$ cat src/rtl/popcount_window_accum.sv
// Windowed popcount accumulator: sums set bits of WIDTH-bit words over WINDOW words (or until flush).
// Latency: result registered, visible the cycle after the closing word; last_onehot one cycle after accept.
// Backpressure: in_ready drops while a result is held and out_ready is low; ena=0 stalls everything.
module popcount_window_accum #(
    parameter int WIDTH  = 4,
    parameter int WINDOW = 16,
    parameter int CNT_W  = 8,
    parameter int THRESH = 32
) (
    input  logic                             clk,
    input  logic                             rst_n,
    input  logic                             ena,
    input  logic                             in_valid,
    output logic                             in_ready,
    input  logic [WIDTH-1:0]                 in_data,
    input  logic                             flush,
    output logic                             out_valid,
    input  logic                             out_ready,
    output logic [CNT_W-1:0]                 out_sum,
    output logic [$clog2(WINDOW+1)-1:0]      out_words,
    output logic                             out_above,
    output logic                             out_sat,
    output logic [WIDTH:0]                   last_onehot
);

    localparam int WORD_W = $clog2(WINDOW + 1);
    localparam int POP_W  = $clog2(WIDTH + 1);
    // One guard bit above the wider of accumulator and popcount so overflow is visible.
    localparam int SUM_W  = ((CNT_W > POP_W) ? CNT_W : POP_W) + 1;

    localparam logic [SUM_W-1:0]  ACC_MAX  = SUM_W'({CNT_W{1'b1}});
    localparam logic [WORD_W-1:0] LAST_IDX = WORD_W'(WINDOW - 1);
    localparam logic [31:0]       THRESH_U = 32'(THRESH);

    typedef enum logic {
        ACCUM = 1'b0,
        HOLD  = 1'b1
    } state_t;

    state_t              state;
    logic [CNT_W-1:0]    acc;
    logic [WORD_W-1:0]   idx;
    logic                sat;

    logic [POP_W-1:0]    pop;
    logic                accept;
    logic [SUM_W-1:0]    sum_wide;
    logic                new_sat;
    logic [CNT_W-1:0]    acc_next;
    logic [31:0]         acc_next_u;
    logic                close;

    // Count the ones in the incoming word.
    always_comb begin
        pop = '0;
        for (int i = 0; i < WIDTH; i++) begin
            pop = pop + POP_W'(in_data[i]);
        end
    end

    // While holding, a word can only enter in the same cycle the held result leaves.
    assign in_ready  = ena & ((state == ACCUM) | out_ready);
    assign accept    = in_valid & in_ready;
    assign out_valid = (state == HOLD);

    assign sum_wide   = SUM_W'(acc) + (accept ? SUM_W'(pop) : '0);
    assign new_sat    = (sum_wide > ACC_MAX);
    assign acc_next   = new_sat ? {CNT_W{1'b1}} : sum_wide[CNT_W-1:0];
    assign acc_next_u = 32'(acc_next);

    // A window closes on its last word, or on flush when it holds at least one word.
    assign close = in_ready & ((accept & (idx == LAST_IDX)) |
                               (flush & (accept | (idx != '0))));

    // Window accumulation, result capture and ACCUM/HOLD sequencing.
    always_ff @(posedge clk) begin
        if (!rst_n) begin
            state       <= ACCUM;
            acc         <= '0;
            idx         <= '0;
            sat         <= 1'b0;
            out_sum     <= '0;
            out_words   <= '0;
            out_above   <= 1'b0;
            out_sat     <= 1'b0;
            last_onehot <= '0;
        end else if (ena) begin
            if (accept) begin
                last_onehot <= (WIDTH + 1)'(1) << pop;
            end
            if (close) begin
                out_sum   <= acc_next;
                out_words <= idx + WORD_W'(accept);
                out_sat   <= sat | new_sat;
                out_above <= (acc_next_u >= THRESH_U);
                acc       <= '0;
                idx       <= '0;
                sat       <= 1'b0;
                state     <= HOLD;
            end else begin
                if (accept) begin
                    acc <= acc_next;
                    idx <= idx + WORD_W'(1);
                    sat <= sat | new_sat;
                end
                if ((state == HOLD) && out_ready) begin
                    state <= ACCUM;
                end
            end
        end
    end

endmodule

$ cat config.mk
export PLATFORM = sky130hd
export DESIGN_NAME = popcount_window_accum
export DESIGN_NICKNAME = d
export VERILOG_FILES = /design/src/rtl/popcount_window_accum.sv
export SDC_FILE = /design/constraint.sdc
export NUM_CORES = 1
export LEC_CHECK = 0
export BUFFER_PORTS_ARGS = -buffer_cell sky130_fd_sc_hd__buf_2
export CAP_MARGIN = 20
export CELL_PAD_IN_SITES_DETAIL_PLACEMENT = 1
export CELL_PAD_IN_SITES_GLOBAL_PLACEMENT = 1
export CORE_MARGIN = 1.5
export CORE_UTILIZATION = 38
export DETAILED_ROUTE_END_ITERATION = 12
export PLACE_DENSITY_LB_ADDON = 0.25
export SYNTH_ARGS = -nofsm -noshare
export SYNTH_HDL_FRONTEND = slang
export SYNTH_SLANG_ARGS = --single-unit
$ cat constraint.sdc
create_clock -name clk -period 2.8 [get_ports clk]
set_input_delay 0.14 -clock clk [delete_from_list [all_inputs] [get_ports clk]]
set_output_delay 0.14 -clock clk [all_outputs]
set_load 0.05 [all_outputs]
==> flow_summary_export.csv <==
group,metric,value,unit
synth,synth.most_common_cell,"dfxtp_1",
timing,fin_setup_tns,0,ns
floorplanning,chipHeight,71.9,um
timing,setup_viol,0,
critical_path,arrival,2.75,ns
synth,muxShareOfSynthArea,0.0513,
clock_network,clkLatencyLatePin,0.29,ns
route,drc,0,
synth,yosys.area_share.adder,0.0915,
floorplanning,rows,24,
clock_network,tritoncts,"built",
cells_and_area,diodes,0,
timing,skew,0.00628,ns
job,cap_viol_max_count,0,
route,antenna_left,0,
synth,synthArstFlopShare,0,
clock_network,clock_path_buffers,2,
synth,ys_seq_area_frac,0.388,
floorplanning,io_pins,32,
synth,synth_top_family_by_area,"simple AND/OR/NAND/NOR gates",
clock_network,post_cts_buffers,0,
global_route,grt.total_usage,0.171,
cells_and_area,nFillCells,547,
floorplanning,start_util,0.403,
cells_and_area,syn_to_final_growth,19.3,%
place,port_buffers,31,
clock_network,postCtsHoldBufs,0,
synth,synthSimpleGateAreaFrac,0.207,
synth,synth_xor_area_frac,0.0388,
timing,rsz0062_at_grt,"false",
synth,synth_top_area_frac,0.388,
floorplanning,die-area,0.00517,sq mm
route,first_iter_violations,33,
floorplanning,core-area,0.00447,sq mm
critical_path,cp-start-kind,"flip-flop",
critical_path,cp.required,2.98,ns
route,vias_per_cell,5.06,
synth,synth.distinct_cells,43,
route,dr.pass1.iters,4,
route,drt_wl_total,3910,um
timing,period_share,0.918,
global_route,grt_max_degree,23,
timing,drv_slew,0,
worst_hold_path,hold_path.class,"in -> reg",
global_route,grt_pass1_wl,6820,um
clock_network,htree_levels,2,
worst_hold_path,min_path_cells,2,
global_route,first_global_vias,1419,
clock_network,clock_sinks,35,
synth,synth_top_cell_by_area,"dfxtp_1",
synth,synth_nets,215,
synth,netlist_area,0.00180,sq mm
synth,synth.ff_latch_count,35,
synth,synth_top_cells_by_count,"dfxtp_1, nand2_1, a21oi_1, nor2_1",
synth,yosys_warnings,0,
critical_path,worst_r2r_path_depth,11,
place,dp_hpwl,2870,um
pwr,power,1.20,mW
route,vias,1432,
clock_network,cts_buffers,5,
timing,relSlewSlack,0.610,
synth,synth_area_leaders,"dfxtp_1, ha_1, a21oi_1, mux2i_1, nand2_1",
cells_and_area,fin_nets,252,
timing,tightest_slew,0.579,ns
route,avgRoutedWirePerCell,13.8,um
cells_and_area,drive_gt1_frac,0.281,
critical_path,crit_type,"reg -> reg",
synth,syn_avg_cell_area,9.35,sq um
floorplanning,die_w,71.9,um
synth,ys.flop_type,"dfxtp_1",
critical_path,critPathMaxFanout,6,
timing,hold_viol,0,
synth,synth_edf_count,0,
synth,syn_inst,193,
synth,synth_compound_area_frac,0.164,
clock_network,cts_root_buffer,"clkbuf_8",
global_route,antenna_found_initial,0,
timing,max_freq,0.389,GHz
clock_network,clk_pin_slew_worst_paths,0.07,ns
pwr,power_density,558,mW/mm^2
timing,fin_crit,2.57,ns
pwr,p_leak,0.978,nW
pwr,irDropWorstVdd,250,uV
critical_path,endpoint_kind,"flip-flop",
place,gp_congestion,0.852,
global_route,grt_overflow,0,
run_status,status,"finished, final reports clean",
cells_and_area,final_util,0.481,
-- repair_timing --
item                                    in CTS  in global routing
hold endpoints to repair                     0                  0
gates resized for setup                      0                  1
endpoints found under the setup margin       0                  1
-- metal layers --
metal	track usage	wire length [um]
met5	0	0
met4	0.0566	46
met3	0.0472	174
met2	0.260	1720
met1	0.235	1970
-- registers in the layout, summed over array words and instances, names as in the netlist --
signal and flops:
out_sat 1, out_sum 8, out_valid 1, last_onehot 5, out_above 1, idx 5
sat 1, out_words 5, acc 8
-- through the flow --
stage,setup WS [ns],hold WS (ns),cells,instance area [sq um]
finish,0.229,0.281,283,2150
floorplan,-0.00766,0.294,193,1820
CTS,0.174,0.276,283,2150
global placement,0.0599,0.452,275,2040
detailed placement,-0.0230,0.465,275,2040
global route,0.0495,0.290,283,2150
-- worst paths after layout --
check	start	endpoint	slack, ns
max reg2reg	out_valid$_SDFFE_PN0P_	out_above$_SDFFE_PN0P_	0.23
max	out_valid$_SDFFE_PN0P_	out_above$_SDFFE_PN0P_	0.23
min reg2reg	last_onehot[3]$_SDFFE_PN0P_	last_onehot[3]$_SDFFE_PN0P_	0.48
min	rst_n	out_words[4]$_SDFFE_PN0P_	0.28
-- area by class of cell --
cell class                 count  area [sq um]  area share
timing repair buffer          41           230       0.107
multi-input combinational    139          1010       0.467
clock buffer                   6          82.6      0.0383
sequential                    35           704       0.327
inverter                       8          30.0      0.0139
tap                           52          65.1      0.0302
clock inverter                 2          35.0      0.0163
-- worst max-delay path: stages (launching register included) --
cell and delay, ns:
dfxtp_4 0.35, inv_2 0.03, o211ai_1 0.26, inv_2 0.11, and2_1 0.18, ha_2 0.19, fa_2 0.37, a21o_1 0.21
nand4_1 0.12, mux2_2 0.37, nor3_2 0.18, a21oi_1 0.09
-- placed cells by master (no fill, tap or decap), drive strengths merged, types with 4 or more instances in the layout --
cell type | Yosys | routed
xor2 | 4 | 4
nor2 | 16 | 16
clkbuf | 5 | 6
ha | 10 | 10
nand2 | 18 | 18
xnor2 | 4 | 4
a211oi | 6 | 6
inv | 8 | 8
a21oi | 16 | 16
o211a | 6 | 6
buf | 6 | 41
dfxtp | 35 | 35
o21ai | 4 | 4
a31oi | 4 | 4
mux2i | 7 | 7
nor2b | 10 | 10
-- cell families (layout without fill, tap and decap cells) --
kind of cell | Yosys count | after routing
xor gates and xnor gates | 8 | 8
adders and majority gates | 12 | 12
muxes | 9 | 9
DFF | 35 | 35
and+or+nand+nor | 68 | 68
buffers and inverters | 19 | 57
AOI/OAI and AO/OA | 42 | 42
-- where the power goes --
part / internal, mW / switching, mW / leakage [nW] / total [mW]
Clock: 0.288 / 0.185 / 0.0612 / 0.473
Combinational: 0.0701 / 0.129 / 0.632 / 0.199
Sequential: 0.516 / 0.0131 / 0.285 / 0.529
Power figures use the tool's default switching activity.
